===== config.mk =====
export PLATFORM = sky130hd
export DESIGN_NAME = game_stats_controller_flat
export DESIGN_NICKNAME = d
export VERILOG_FILES = /design/src/rtl/game_stats_controller_if.sv /design/src/rtl/game_stats_controller.sv /design/src/flat_wrapper.sv
export SDC_FILE = /design/constraint.sdc
export NUM_CORES = 1
export LEC_CHECK = 0
export BUFFER_PORTS_ARGS = -buffer_cell sky130_fd_sc_hd__buf_2
export CORE_ASPECT_RATIO = 0.8
export CORE_UTILIZATION = 60
export CTS_CLUSTER_DIAMETER = 100
export DETAILED_ROUTE_END_ITERATION = 10
export GPL_TIMING_DRIVEN = 0
export PLACE_DENSITY = 0.81
export SYNTH_ARGS = -nofsm -noshare
export SYNTH_HDL_FRONTEND = slang
export SYNTH_SLANG_ARGS = --single-unit
export TNS_END_PERCENT = 30

===== constraint.sdc =====
create_clock -name clk -period 3.1 [get_ports clk]
set_input_delay 0.31 -clock clk [delete_from_list [all_inputs] [get_ports clk]]
set_output_delay 0.31 -clock clk [all_outputs]
set_load 0.01 [all_outputs]

===== src/rtl/game_stats_controller_if.sv =====
// Event and display bus between gameplay logic (master) and the stats controller (slave).
interface game_stats_controller_if;
  logic       new_game;
  logic       kill_evt;
  logic [1:0] kill_pts;
  logic       hit_evt;
  logic       freeze;
  logic       clk_display;
  logic [6:0] score;
  logic [1:0] lives;
  logic       lives_blank;
  logic       game_over;

  modport master (
    output new_game, kill_evt, kill_pts, hit_evt, freeze,
    input  clk_display, score, lives, lives_blank, game_over
  );

  modport slave (
    input  new_game, kill_evt, kill_pts, hit_evt, freeze,
    output clk_display, score, lives, lives_blank, game_over
  );
endinterface


===== src/rtl/game_stats_controller.sv =====
// Score/lives bookkeeping, game-state FSM and display refresh strobe generator.
module game_stats_controller #(
  parameter int REFRESH_DIV   = 50000,
  parameter int BLINK_STROBES = 16,
  parameter int START_LIVES   = 3,
  parameter int SCORE_MAX     = 99
) (
  input logic               clk,
  input logic               rst,
  game_stats_controller_if.slave bus
);

  localparam int DIV_W = (REFRESH_DIV > 1) ? $clog2(REFRESH_DIV) : 1;
  localparam int BLK_W = $clog2(BLINK_STROBES + 1);
  localparam logic [DIV_W-1:0] DIV_LAST   = DIV_W'(REFRESH_DIV - 1);
  localparam logic [BLK_W-1:0] BLK_LAST   = BLK_W'(BLINK_STROBES);
  localparam logic [6:0]       SCORE_TOP  = 7'(SCORE_MAX);
  localparam logic [1:0]       LIVES_INIT = 2'(START_LIVES);

  typedef enum logic [1:0] {
    IDLE      = 2'd0,
    PLAY      = 2'd1,
    HIT_BLINK = 2'd2,
    OVER      = 2'd3
  } state_t;

  state_t           state, state_next;
  logic [DIV_W-1:0] div;
  logic             clk_display;
  logic [6:0]       score, score_next;
  logic [1:0]       lives, lives_next;
  logic             lives_blank, blank_next;
  logic             game_over, over_next;
  logic [BLK_W-1:0] blink_cnt, blink_next;

  // 8-bit sum so a score near the top can never wrap before saturating; 0 points counts as 1.
  function automatic logic [6:0] add_sat(input logic [6:0] cur, input logic [1:0] pts);
    logic [7:0] sum;
    sum = {1'b0, cur} + {6'd0, (pts == 2'd0) ? 2'd1 : pts};
    if (sum > {1'b0, SCORE_TOP}) begin
      return SCORE_TOP;
    end else begin
      return sum[6:0];
    end
  endfunction

  // Free-running refresh divider; keeps counting through freeze and every game state.
  always_ff @(posedge clk) begin
    if (rst) begin
      div         <= {DIV_W{1'b0}};
      clk_display <= 1'b0;
    end else if (div == DIV_LAST) begin
      div         <= {DIV_W{1'b0}};
      clk_display <= 1'b1;
    end else begin
      div         <= div + DIV_W'(1);
      clk_display <= 1'b0;
    end
  end

  // Next-state and next-value logic for the game FSM and its registered outputs.
  always_comb begin
    state_next = state;
    score_next = score;
    lives_next = lives;
    blank_next = lives_blank;
    over_next  = game_over;
    blink_next = blink_cnt;
    if (bus.new_game) begin
      score_next = 7'd0;
      lives_next = LIVES_INIT;
      blank_next = 1'b0;
      over_next  = 1'b0;
      blink_next = {BLK_W{1'b0}};
      state_next = PLAY;
    end else if (bus.freeze) begin
      state_next = state;
    end else begin
      case (state)
        IDLE: begin
          state_next = IDLE;
        end
        PLAY: begin
          if (bus.kill_evt) begin
            score_next = add_sat(score, bus.kill_pts);
          end else begin
            score_next = score;
          end
          // A hit in the same cycle as a kill still lands after the score update.
          if (bus.hit_evt && (lives > 2'd1)) begin
            lives_next = lives - 2'd1;
            blink_next = {BLK_W{1'b0}};
            blank_next = 1'b1;
            state_next = HIT_BLINK;
          end else if (bus.hit_evt) begin
            lives_next = 2'd0;
            over_next  = 1'b1;
            state_next = OVER;
          end else begin
            state_next = PLAY;
          end
        end
        HIT_BLINK: begin
          if (bus.kill_evt) begin
            score_next = add_sat(score, bus.kill_pts);
          end else begin
            score_next = score;
          end
          if (clk_display) begin
            if ((blink_cnt + BLK_W'(1)) == BLK_LAST) begin
              blink_next = BLK_LAST;
              blank_next = 1'b0;
              state_next = PLAY;
            end else begin
              blink_next = blink_cnt + BLK_W'(1);
              blank_next = ~lives_blank;
            end
          end else begin
            blink_next = blink_cnt;
          end
        end
        OVER: begin
          over_next = 1'b1;
        end
        default: begin
          state_next = IDLE;
        end
      endcase
    end
  end

  // FSM state and game registers.
  always_ff @(posedge clk) begin
    if (rst) begin
      state       <= IDLE;
      score       <= 7'd0;
      lives       <= LIVES_INIT;
      lives_blank <= 1'b0;
      game_over   <= 1'b0;
      blink_cnt   <= {BLK_W{1'b0}};
    end else begin
      state       <= state_next;
      score       <= score_next;
      lives       <= lives_next;
      lives_blank <= blank_next;
      game_over   <= over_next;
      blink_cnt   <= blink_next;
    end
  end

  assign bus.clk_display = clk_display;
  assign bus.score       = score;
  assign bus.lives       = lives;
  assign bus.lives_blank = lives_blank;
  assign bus.game_over   = game_over;

endmodule


===== src/flat_wrapper.sv =====
// flat-port wrapper written by rule: the top's interface ports become plain ports
module game_stats_controller_flat 
#(
  parameter int REFRESH_DIV   = 50000,
  parameter int BLINK_STROBES = 16,
  parameter int START_LIVES   = 3,
  parameter int SCORE_MAX     = 99
)
  (clk, rst, bus_new_game, bus_kill_evt, bus_kill_pts, bus_hit_evt, bus_freeze, bus_clk_display, bus_score, bus_lives, bus_lives_blank, bus_game_over);
  game_stats_controller_if bus_i ();
  input logic clk;
  input logic rst;
  input wire logic [$bits(bus_i.new_game)-1:0] bus_new_game;
  input wire logic [$bits(bus_i.kill_evt)-1:0] bus_kill_evt;
  input wire logic [$bits(bus_i.kill_pts)-1:0] bus_kill_pts;
  input wire logic [$bits(bus_i.hit_evt)-1:0] bus_hit_evt;
  input wire logic [$bits(bus_i.freeze)-1:0] bus_freeze;
  output wire logic [$bits(bus_i.clk_display)-1:0] bus_clk_display;
  output wire logic [$bits(bus_i.score)-1:0] bus_score;
  output wire logic [$bits(bus_i.lives)-1:0] bus_lives;
  output wire logic [$bits(bus_i.lives_blank)-1:0] bus_lives_blank;
  output wire logic [$bits(bus_i.game_over)-1:0] bus_game_over;
  assign bus_i.new_game = bus_new_game;
  assign bus_i.kill_evt = bus_kill_evt;
  assign bus_i.kill_pts = bus_kill_pts;
  assign bus_i.hit_evt = bus_hit_evt;
  assign bus_i.freeze = bus_freeze;
  assign bus_clk_display = bus_i.clk_display;
  assign bus_score = bus_i.score;
  assign bus_lives = bus_i.lives;
  assign bus_lives_blank = bus_i.lives_blank;
  assign bus_game_over = bus_i.game_over;
  game_stats_controller #(.REFRESH_DIV(REFRESH_DIV), .BLINK_STROBES(BLINK_STROBES), .START_LIVES(START_LIVES), .SCORE_MAX(SCORE_MAX)) u_core (.clk(clk), .rst(rst), .bus(bus_i));
endmodule

Word-level counts from Yosys, hierarchy flattened
Index checks and enable logic that the tools add are counted.

Register bits after elaboration: 35. Latch bits: 0. RAM bits: 0. Memory bits (read-only): 0. Bits of input ports: 8. Output and inout bits: 12. Logic and storage cells: 70. Memories kept: 0.

Add/sub/neg operators: 4. Multipliers: 0. Divide/modulo/power cells: 0. $lt $le $gt $ge: 2. Eq/ne operators: 13. Shifts and indexed selects: 0. Muxes and demuxes: 23. Bitwise gates (word level): 2. Reductions and logical operators: 17.

Operator list (number): 16-bit by 1-bit adder with 16-bit output (second input constant) (1); 16-bit == test (second input constant) (1); 4-bit AND reduction (4); 5-bit 2-to-1 mux (3); 2-bit 2-to-1 mux (7); 5-bit case mux with 2 select lines (1); 7-bit by 2-bit adder with 8-bit output (1); 8-bit by 7-bit > comparator with 1-bit output (second input constant) (1); 1-bit 2-to-1 mux (8); 7-bit 2-to-1 mux (1); 2-bit by 1-bit inequality test with 1-bit output (second input constant) (3); 2-bit inequality test (second input constant) (3); 3-bit by 2-bit inequality test with 1-bit output (second input constant) (2); 2-bit case mux with 3 select lines (1); 3-bit AND reduction (2); 2-bit nonzero test (3); 2-bit OR reduction (3); 5-bit by 1-bit adder with 5-bit output (second input constant) (1); 5-bit == test (second input constant) (1); 2-bit == test (second input constant) (2); 2-bit logical NOT (2); 1-bit case mux with 2 select lines (2); 4-bit nonzero test (1); 3-bit nonzero test (1); 5 further kinds (6).

Depth between registers and ports, before layout
Gate-level depths: netlist of the first run.

Depth in word-level cells: 7. Mapped depth: 8. Depth with buffers taken out: 8.

Worst setup path after synthesis of the first run
No wires, ideal clock.

Path kind: in2reg. Start: input bus_kill_pts[0]. End: register u_core.score[0], in the netlist u_core.bus.score[0]. Setup time: 0.119 ns. Arrival time: 1.743 ns. Data required time: 2.981 ns. Path slack: 1.238 ns. Stages on the path: 8. Path buffers: 0. Cell sequence: nand2b_1 > ha_1 > fa_1 > nand3_2 > nor3_2 > o22ai_2 > o21ai_2 > o221a_1.

Word-level cells in the longest chain between the ends: 5.

RTL lines: start, declared (RTL line flat_wrapper.sv:15) `input wire logic [$bits(bus_i.kill_pts)-1:0] bus_kill_pts;`; 2-bit logical NOT (RTL line game_stats_controller.sv:39) `sum = {1'b0, cur} + {6'd0, (pts == 2'd0) ? 2'd1 : pts};`; 2-bit 2-to-1 mux * (RTL line game_stats_controller.sv:39); 7-bit by 2-bit adder with 8-bit output * (RTL line game_stats_controller.sv:39); 8-bit by 7-bit > comparator with 1-bit output (RTL line game_stats_controller.sv:40) `if (sum > {1'b0, SCORE_TOP}) begin`; 7-bit 2-to-1 mux * (RTL line game_stats_controller.sv:40); end signal, assigned (RTL line game_stats_controller.sv:143) `score <= score_next;`; end, declared (RTL line game_stats_controller.sv:30) `logic [6:0] score, score_next;`.

Mark *: on every way between the ends. The rest lies on a longest branch, timed or not. A chain may end at the register's enable or synchronous reset.

Final worst setup path of the first run
Start: register u_core.score[1], in the netlist u_core.bus.score[1]. End: register u_core.score[0], in the netlist u_core.bus.score[0].

Word-level cells in the longest chain between the ends: 3.

RTL lines (RTL line): 7-bit by 2-bit adder with 8-bit output (game_stats_controller.sv:39); 8-bit by 7-bit > comparator with 1-bit output (game_stats_controller.sv:40); 7-bit 2-to-1 mux (game_stats_controller.sv:40).

No other way between the ends.

==> key figures, run 1 <==
Global routing
  • All-layer global routing usage: 0.256
  • Largest net degree at the start of global routing: 11
  • Initial antenna violation count: 0
  • Gr ovfl total: 0
  • First-pass GRT wire length: between 6000 and 7000 um
  • Vias in the first global route: about 1,500

STA
  • Fmax: just over 500 MHz
  • Final Hold Viols: 0
  • Finish-stage setup viols: 0
  • Setup slack after layout: approximately 1.1 ns
  • Unrepaired setup endpoints after global routing: no
  • Tmin final: between 1.5 and 2 ns
  • Setup TNS: 0 ns
  • Max-slew violations: 0
  • WHS: 0.241 ns
  • Layout Skew: between 0.004 and 0.005 ns
  • Final period util: 0.635
  • Slew HR: 0.557
  • Worst slew pin tran: ~0.66 ns

Logic synthesis
  • Synth top area share: 0.374
  • Post-synth EDFFs: 0
  • Synth area leaders: dfxtp_1 37%, ha_1 6.0%, nor2_1 5.4%, xor2_1 4.2%, nand2_1 3.6%
  • Ys flop type: dfxtp_1
  • Post-Synthesis Cells: 213
  • Yosys cell types: about 50
  • Cell Area, Synth: 1870 um^2
  • Total nets after synthesis: about 230
  • Asr flop ratio synth: 0
  • Sequential-to-total area share from yosys stat: 0.374
  • Most area-hungry cell type in the Yosys netlist: dfxtp_1
  • Syn. warnings: 0
  • Number of synthesized register bits: 35
  • Syn Area/Cell: 8.79 um^2

Pwr
  • Max IR drop VDD: between 300 and 400 uV
  • Lkg Pwr: approximately 0.85 nW
  • Final Power: 873 uW
  • Pwr/cell area: between 400 and 500 nW/um^2

Floorplan
  • Core footprint: approximately 2900 um^2
  • Starting Density: 0.657
  • Die height: 52.0 um
  • Die W: between 60 and 70 um
  • Core Rows: 17
  • Die area: between 3000 and 4000 um^2
  • Top-Level Pins: 20

Cells and area
  • Final core occ: 0.740
  • Share of cells above drive strength 1: 0.167
  • Post-layout nets: 256
  • # diodes: 0
  • Post-route cell area: ~2100 um^2
  • Layout area overhead: 12.7%
  • Final cell count without fillers: around 280

Clock tree
  • H-tree Lvls: 2
  • CTS root buffer: clkbuf_8
  • CTS tree: built
  • Clock-pin transition on the worst setup and hold timing paths: 0.07 ns
  • Post-CTS setup repair buffer count: 0
  • Worst-skew pair later-pin latency: around 0.28 ns
  • Total CTS buffers: 5
  • Resize count post-CTS: 0
  • Number of hold buffers added after cts: 0
  • Clk sink count: 35
  • Clk buf depth: 2

Hold path
  • Worst min path class: in -> reg

Outcome
  • Status: finished, final reports clean

Routing
  • WL final: 3800 um
  • Drt wl/cell: about 14 um
  • Drt via density: about 5.9
  • DRC Markers: 0
  • Vias: approximately 1,600
  • Drt first pass iters: 4
  • Antenna-violating nets left: 0
  • Initial DRC Count: roughly 150

Critical path
  • Top fanout value on the critical path: 6
  • Startpoint types: flop
  • Flop2flop setup slack: roughly 1.1 ns
  • Crit end category: flop
  • Worst Setup Path Type: reg -> reg
  • WP data required: approximately 3.3 ns
  • Crit path DAT: between 2 and 2.5 ns

Place
  • Place WS: 0.967 ns
  • I/O Buffers: 18
  • Global placer's final weighted congestion: between 0.8 and 0.9
  • Inst Count DP: 269
  • Dpl hpwl: between 2000 and 3000 um
  • Placed instance area: about 2000 um^2

Run
  • Max-cap violations: 0
==> kinds of logic (layout without fill, tap and decap cells) <==
logic type / after synthesis / count (layout) / share of synthesized area
and+or+nand+nor: 97 / 97 / 0.288
AOI/OAI and AO/OA: 41 / 41 / 0.160
DFF: 35 / 35 / 0.374
xor gates and xnor gates: 15 / 15 / 0.0702
buffers and inverters: 14 / 40 / 0.0314
adders and majority gates: 10 / 10 / 0.0709
muxes: 1 / 1 / 0.00535
==> power breakdown <==
group / switching (mW) / internal, mW / leakage, nW
clock: 0.159 / 0.203 / 0.0515
sequential: 0.00520 / 0.455 / 0.283
combinational: 0.0310 / 0.0198 / 0.511
total: 0.196 / 0.678 / 0.845
==> layer usage <==
layer | part of all wire | up-vias | wire length [um] | track usage
li1 | - | 812 | - | -
met1 | 0.48 | 766 | 1840 | 0.322
met2 | 0.46 | 50 | 1730 | 0.423
met3 | 0.054 | 2 | 206 | 0.0614
met4 | 0.0037 | 0 | 14 | 0.104
met5 | 0 | - | 0 | 0
==> layout by cell type, fill, tap and decap left out, drive strengths merged, types with 3 or more instances in the layout <==
master | netlist | final
and2 | 5 | 5
nand2 | 18 | 18
nor3b | 4 | 4
inv | 7 | 7
xor2 | 9 | 9
o21ai | 9 | 9
nor2b | 3 | 3
clkbuf | 1 | 9
nand2b | 3 | 3
buf | 6 | 24
xnor2 | 6 | 6
and4 | 5 | 5
ha | 9 | 9
nor2 | 27 | 27
a21oi | 7 | 7
o21a | 5 | 5
a311oi | 3 | 3
nor3 | 8 | 8
dfxtp | 35 | 35
a31oi | 4 | 4
nand3 | 8 | 8
==> Yosys cell counts, types with 4 or more instances <==
| master | number |
|---|---|
| a21oi_1 | 7 |
| a31oi_1 | 4 |
| and2_1 | 4 |
| and4_1 | 5 |
| buf_2 | 5 |
| dfxtp_1 | 35 |
| ha_1 | 9 |
| inv_1 | 7 |
| nand2_1 | 18 |
| nand3_1 | 6 |
| nor2_1 | 27 |
| nor3_1 | 5 |
| nor3b_1 | 4 |
| o21a_1 | 5 |
| o21ai_0 | 6 |
| xnor2_1 | 6 |
| xor2_1 | 9 |
==> critical path: stages (launching register included) <==
cell	delay, ns
dfxtp_1	0.40
ha_1	0.25
a21oi_1	0.45
nor3b_1	0.14
nor3_2	0.29
o21ai_2	0.10
o221a_1	0.23
==> cell type report <==
cell class	instances	area [um^2]
multi-input combinational	164	1110
fill	223	741
sequential	35	701
clock buffer	8	100
timing repair buffer	18	90.1
tap	38	47.5
buffer	7	32.5
inverter	7	26.3
==> state kept, by name, summed over array words and instances, names as in the netlist <==
signal,count
u_core.blink_cnt,5
u_core.state,2
u_core.bus.clk_display,1
u_core.bus.lives,2
u_core.bus.score,7
u_core.bus.game_over,1
u_core.bus.lives_blank,1
u_core.div,16
==> final timing paths <==
kind                            start             endpoint  depth (start not counted)
setup / recovery  u_core.bus.score[1]  u_core.bus.score[0]                          6
hold / removal                    rst      u_core.state[0]                          2
setup reg to reg  u_core.bus.score[1]  u_core.bus.score[0]                          6
hold reg to reg         u_core.div[0]        u_core.div[0]                          1
Power figures use the tool's default switching activity.
==> inputs of run 2 (changes only) <==
--- a/config.mk
+++ b/config.mk
@@ -5,13 +5,14 @@
 export SDC_FILE = /design/constraint.sdc
 export NUM_CORES = 1
 export LEC_CHECK = 0
+export ABC_AREA = 1
 export BUFFER_PORTS_ARGS = -buffer_cell sky130_fd_sc_hd__buf_2
 export CORE_ASPECT_RATIO = 0.8
-export CORE_UTILIZATION = 60
+export CORE_UTILIZATION = 52
 export CTS_CLUSTER_DIAMETER = 100
 export DETAILED_ROUTE_END_ITERATION = 10
 export GPL_TIMING_DRIVEN = 0
-export PLACE_DENSITY = 0.81
+export PLACE_DENSITY = 0.75
 export SYNTH_ARGS = -nofsm -noshare
 export SYNTH_HDL_FRONTEND = slang
 export SYNTH_SLANG_ARGS = --single-unit
==> constraint.sdc (replaced) <==
create_clock -name clk -period 1.65 [get_ports clk]
set_input_delay 0.165 -clock clk [delete_from_list [all_inputs] [get_ports clk]]
set_output_delay 0.165 -clock clk [all_outputs]
set_load 0.01 [all_outputs]
==> key figures, run 2 <==
Place
  • Inst Count DP: 333
  • I/O Buffers: 19
  • Place WS: -0.163 ns
  • Global placer's final weighted congestion: 0.814
  • Dpl hpwl: 2740 um

Floorplan
  • Die area: slightly below 4000 um^2
  • Die W: ~70 um
  • Core Rows: 19
  • Top-Level Pins: 20
  • Die height: 56.3 um
  • Starting Density: 0.553
  • Core footprint: roughly 3500 um^2

Logic synthesis
  • Asr flop ratio synth: 0
  • Synth Area in Adders: 0.0691
  • Sequential-to-total area share from yosys stat: 0.365
  • Compound-gate portion of the synthesized area: 0.100
  • Post-synth EDFFs: 0
  • Largest family of logic cells by synthesized area: simple AND/OR/NAND/NOR gates
  • Post-Synth XOR/XNOR Area: 0.0228
  • Mux share of post-synthesis cell area: 0
  • Cell Area, Synth: roughly 1900 um^2
  • Synth Area in Simple Gates: 0.349
  • Total nets after synthesis: 290
  • Yosys cell types: 34
  • Ys flop type: dfxtp_1
  • Commonest cells in the netlist: 59 x nand2_1, 41 x inv_1, 35 x dfxtp_1
  • Most area-hungry cell type in the Yosys netlist: dfxtp_1
  • Post-Synthesis Cells: about 270
  • Syn Area/Cell: 7.06 um^2
  • Count leader, synth: nand2_1
  • Number of synthesized register bits: 35
  • Synth top area share: 0.365
  • Synth area leaders: dfxtp_1 37%, nand2_1 12%, inv_1 8.0%, nor2_1 6.1%, ha_1 5.9%
  • Syn. warnings: 0

Routing
  • WL final: ~3800 um
  • Drt via density: roughly 5.2
  • Drt wl/cell: between 10 and 15 um
  • Antenna-violating nets left: 0
  • DRC Markers: 0
  • Initial DRC Count: roughly 150
  • Vias: 1,802
  • Drt first pass iters: 4

Critical path
  • Startpoint types: flop
  • WP data required: approximately 1.8 ns
  • Crit path DAT: between 1.5 and 2 ns
  • Worst Setup Path Type: reg -> reg
  • Crit end category: flop
  • Worst r2r path cells: 10
  • Top fanout value on the critical path: 5

Global routing
  • M3 GR Usage: 0.0485
  • Initial antenna violation count: 0
  • Gr ovfl total: 0
  • Met2 Usage GRT: 0.294
  • Met1 global-route usage: 0.286
  • Most used routing layer: met2
  • First-pass GRT wire length: about 6300 um
  • Vias in the first global route: 1,495
  • Largest net degree at the start of global routing: 11
  • All-layer global routing usage: 0.202

Clock tree
  • Total CTS buffers: 5
  • CTS tree: built
  • CTS root buffer: clkbuf_8
  • Clk buf depth: 2
  • Clock-pin transition on the worst setup and hold timing paths: around 0.070 ns
  • H-tree Lvls: 2
  • Clk sink count: 35
  • Worst-skew pair later-pin latency: just under 0.3 ns
  • Number of hold buffers added after cts: 0

STA
  • Layout Skew: between 0.002 and 0.003 ns
  • Final period util: 0.986
  • Slew HR: 0.679
  • Tmin final: ~1.6 ns
  • Worst slew pin tran: about 0.48 ns
  • Fmax: a little over 600 MHz
  • Setup slack after layout: 0.0229 ns
  • Final Hold Viols: 0
  • WHS: approximately 0.075 ns
  • Finish-stage setup viols: 0
  • Max-slew violations: 0
  • Unrepaired setup endpoints after global routing: yes

Run
  • Max-cap violations: 0

Cells and area
  • Post-layout nets: approximately 320
  • Most common cell after layout, fill and taps aside: nand2_1
  • Reg with most FFs: u_core.div
  • Share of cells above drive strength 1: 0.213
  • # diodes: 0
  • Commonest non-fill, non-tap cells in the layout: 55 x nand2_1, 41 x inv_1, 31 x dfxtp_1
  • Max FFs per register: 16
  • Biggest regs: u_core.div: 16 flops, u_core.bus.score: 7 flops, u_core.blink_cnt: 5 flops
  • Final core occ: 0.652
  • Layout area overhead: 18.0%
  • Final cell count without fillers: between 300 and 400

Pwr
  • Reg power frac: 0.539
  • Max IR drop VDD: slightly below 500 uV
  • Clock share of power: 0.366
  • Final Power: roughly 1.6 mW
  • Sw frac: 0.248
  • Lkg Pwr: 0.991 nW
  • Power share of the combinational group: 0.096
  • Cell internal pwr: between 1 and 1.5 mW
  • Psw: 402 uW
  • Pwr/cell area: 714 nW/um^2

Hold path
  • Worst min path class: in -> reg
  • Hold Path Cell Cnt: 2

Outcome
  • Status: finished, final reports clean
[run 2: cell types whose count changed after synthesis, moves of 6 or more]
cell / previous run / this run
nand3_1: 6 / 16
nor3_1: 5 / 11
nand4_1: 1 / 7
nand2_1: 18 / 59
a21oi_1: 7 / 22
inv_1: 7 / 41
[run 2: area by class of cell]
class / instances / area (um^2)
well taps: 42 / 52.6
flip-flops and latches: 35 / 708
fillers: 308 / 1210
plain buffers: 3 / 22.5
repair buffers: 25 / 140
multi-input cells: 192 / 1100
clock buffers: 7 / 76.3
clock inverters: 1 / 5.00
inverters: 42 / 158
[run 2: what timing repair did]
| action | in CTS | in global routing |
|---|---|---|
| pin swaps | 4 | 9 |
| buffers inserted | 0 | 6 |
| endpoints found under the setup margin | 8 | 21 |
| resized for setup | 9 | 12 |
[run 2: final timing paths]
kind	startpoint	slack [ns]	end
max	u_core.bus.score[0]	0.02	u_core.bus.score[0]
min	rst	0.07	u_core.state[0]
max reg2reg	u_core.bus.score[0]	0.02	u_core.bus.score[0]
min reg2reg	u_core.div[0]	0.43	u_core.div[0]
[run 2: power groups by stage]
stage          clock network [mW]  logic, mW  registers [mW]
2_1_floorplan                   0     0.0964           0.889
3_3_place_gp                    0      0.133           0.889
3_5_place_dp                    0      0.134           0.890
4_1_cts                     0.612      0.141           0.871
5_1_grt                     0.653      0.177           0.872
6_report                    0.591      0.155           0.871
[run 2: cell families (layout without fill, tap and decap cells)]
kind of cell | after synthesis | count (layout)
adders and majority gates | 10 | 10
AOI/OAI and AO/OA | 36 | 36
xor gates and xnor gates | 5 | 5
DFF | 35 | 35
buffers and inverters | 45 | 78
and+or+nand+nor | 141 | 141
[run 2: routing by layer]
layer / up-vias / share of wire
met1: 814 / 0.53
met3: 2 / 0.039
met5: - / 0
met4: 0 / 0.0069
met2: 36 / 0.42
li1: 950 / -
[run 2: per-stage QoR]
| step | cell area (um^2) | setup TNS [ns] |
|---|---|---|
| floorplan | 1920 | 0 |
| global placement | 2070 | -0.448 |
| detailed placement | 2070 | -0.714 |
| CTS | 2190 | 0 |
| global route | 2260 | -0.349 |
| finish | 2260 | 0 |
[run 2: worst max-delay path: stages (launching register included)]
cell and delay [ns]:
dfxtp_4 0.36, ha_4 0.16, fa_2 0.39, nand2_1 0.09, nand2_1 0.05, nand2_1 0.10, nor2_2 0.05, nand2_2 0.08
nand2_2 0.05, o21ai_1 0.14, inv_1 0.04
==> inputs of run 3 (changes only) <==
--- a/config.mk
+++ b/config.mk
@@ -7,12 +7,11 @@
 export LEC_CHECK = 0
 export ABC_AREA = 1
 export BUFFER_PORTS_ARGS = -buffer_cell sky130_fd_sc_hd__buf_2
-export CORE_ASPECT_RATIO = 0.8
-export CORE_UTILIZATION = 52
+export CORE_ASPECT_RATIO = 0.9
+export CORE_UTILIZATION = 35
 export CTS_CLUSTER_DIAMETER = 100
 export DETAILED_ROUTE_END_ITERATION = 10
 export GPL_TIMING_DRIVEN = 0
-export PLACE_DENSITY = 0.75
 export SYNTH_ARGS = -nofsm -noshare
 export SYNTH_HDL_FRONTEND = slang
 export SYNTH_SLANG_ARGS = --single-unit
==> key figures, run 3 (synthesized netlist as in run 2, its figures left out) <==
Outcome
  • Status: finished, final reports clean

Clock tree
  • CTS root buffer: clkbuf_8
  • H-tree Lvls: 2
  • Clk sink count: 35
  • Number of hold buffers added after cts: 0
  • Clock-pin transition on the worst setup and hold timing paths: about 0.070 ns
  • Worst-skew pair later-pin latency: about 0.28 ns
  • CTS tree: built
  • Clk buf depth: 2
  • Total CTS buffers: 5

Cells and area
  • Commonest non-fill, non-tap cells in the layout: 56 x nand2_1, 41 x inv_1, 30 x dfxtp_1
  • Fillers: roughly 550
  • Final core occ: 0.440
  • Share of cells above drive strength 1: 0.215
  • Layout area overhead: 20.6%
  • Max FFs per register: 16
  • # diodes: 0
  • Post-route cell area: ~2300 um^2
  • Biggest regs: u_core.div: 16 flops, u_core.bus.score: 7 flops, u_core.blink_cnt: 5 flops
  • Post-layout nets: between 300 and 400
  • Final cell count without fillers: between 300 and 400
  • Most common cell after layout, fill and taps aside: nand2_1
  • Reg with most FFs: u_core.div

Global routing
  • Vias in the first global route: 1,575
  • Initial antenna violation count: 0
  • First-pass GRT wire length: ~6700 um
  • Gr ovfl total: 0
  • Largest net degree at the start of global routing: 11
  • All-layer global routing usage: 0.147

Critical path
  • WP data required: roughly 1.8 ns
  • Top fanout value on the critical path: 5
  • Crit end category: flop
  • Startpoint types: flop
  • Worst r2r path cells: 10
  • Worst Setup Path Type: reg -> reg
  • Crit path DAT: around 1.8 ns

Place
  • Global placer's final weighted congestion: between 0.8 and 0.9
  • Inst Count DP: about 360
  • Place WS: -0.128 ns
  • Dpl hpwl: between 3000 and 4000 um
  • Placed instance area: 2100 um^2
  • I/O Buffers: 19

Floorplan
  • Die W: about 80 um
  • Die height: between 70 and 80 um
  • Starting Density: 0.365
  • Die area: ~5800 um^2
  • Core footprint: 5260 um^2
  • Top-Level Pins: 20
  • Core Rows: 25

Routing
  • Drt wl/cell: 10.9 um
  • Vias: around 1,800
  • WL final: 4030 um
  • Drt via density: roughly 4.7
  • Initial DRC Count: between 50 and 60
  • Drt first pass iters: 4
  • DRC Markers: 0
  • Antenna-violating nets left: 0

Hold path
  • Worst min path class: in -> reg
  • Hold Path Cell Cnt: 2

STA
  • Layout Skew: between 0.008 and 0.009 ns
  • Max-slew violations: 0
  • Setup TNS: 0 ns
  • Setup slack after layout: roughly 0.02 ns
  • Finish-stage setup viols: 0
  • Slew HR: 0.656
  • Final Hold Viols: 0
  • Unrepaired setup endpoints after global routing: yes
  • Worst slew pin tran: slightly above 0.5 ns
  • Tmin final: approximately 1.6 ns
  • Final period util: 0.988
  • Fmax: just over 600 MHz

Pwr
  • Pwr/cell area: slightly above 700 nW/um^2
  • Lkg Pwr: approximately 1 nW
  • Max IR drop VDD: roughly 390 uV

Run
  • Max-cap violations: 0
[run 3: worst paths after layout]
| path | from | to | slack, ns |
|---|---|---|---|
| setup / recovery | u_core.bus.score[0] | u_core.bus.score[0] | 0.02 |
| hold / removal | rst | u_core.state[0] | 0.07 |
| setup reg to reg | u_core.bus.score[0] | u_core.bus.score[0] | 0.02 |
| hold reg to reg | u_core.div[0] | u_core.div[0] | 0.45 |
[run 3: final cells by class]
class                   instances  area [um^2]  area share
plain buffers                   3         22.5     0.00973
multi-input cells             192         1100       0.477
clock inverters                 1         5.00     0.00216
repair buffers                 24          150      0.0649
clock buffers                   6         82.6      0.0357
flip-flops and latches         35          709       0.306
inverters                      42          158      0.0681
well taps                      67         83.8      0.0362
[run 3: through the flow]
stage | hold slack (ns) | total power, mW
5_1_grt | 0.0673 | 1.75
3_3_place_gp | 0.378 | 1.02
6_report | 0.0721 | 1.66
4_1_cts | 0.0702 | 1.67
3_5_place_dp | 0.380 | 1.03
2_1_floorplan | 0.234 | 0.985
[run 3: where the power goes]
group / leakage (nW) / internal, mW / switching, mW / total, mW
sequential: 0.285 / 0.859 / 0.0153 / 0.874
clock: 0.0470 / 0.327 / 0.300 / 0.627
combinational: 0.657 / 0.0650 / 0.0922 / 0.157
[run 3: worst max-delay path: stages (launching register included)]
cell and delay (ns):
dfxtp_2 0.34, ha_4 0.16, fa_2 0.44, nand2_1 0.08
nand2_1 0.05, nand2_1 0.07, nand3_1 0.08, nand2_2 0.09
nand2_2 0.06, o21ai_1 0.12, inv_1 0.04
[run 3: metal layers]
layer	global-route usage	part of all wire	up-vias
li1	-	-	942
met1	0.192	0.51	787
met2	0.236	0.45	15
met3	0.0352	0.025	8
met4	0.0536	0.013	0
met5	0	0	-
[run 3: timing repair]
item                       4_1_cts  5_1_grt
gates cloned                     0        1
buffers inserted                 1        3
setup endpoints to repair        9       20
pin swaps                        6        4
gates resized for setup         11       10
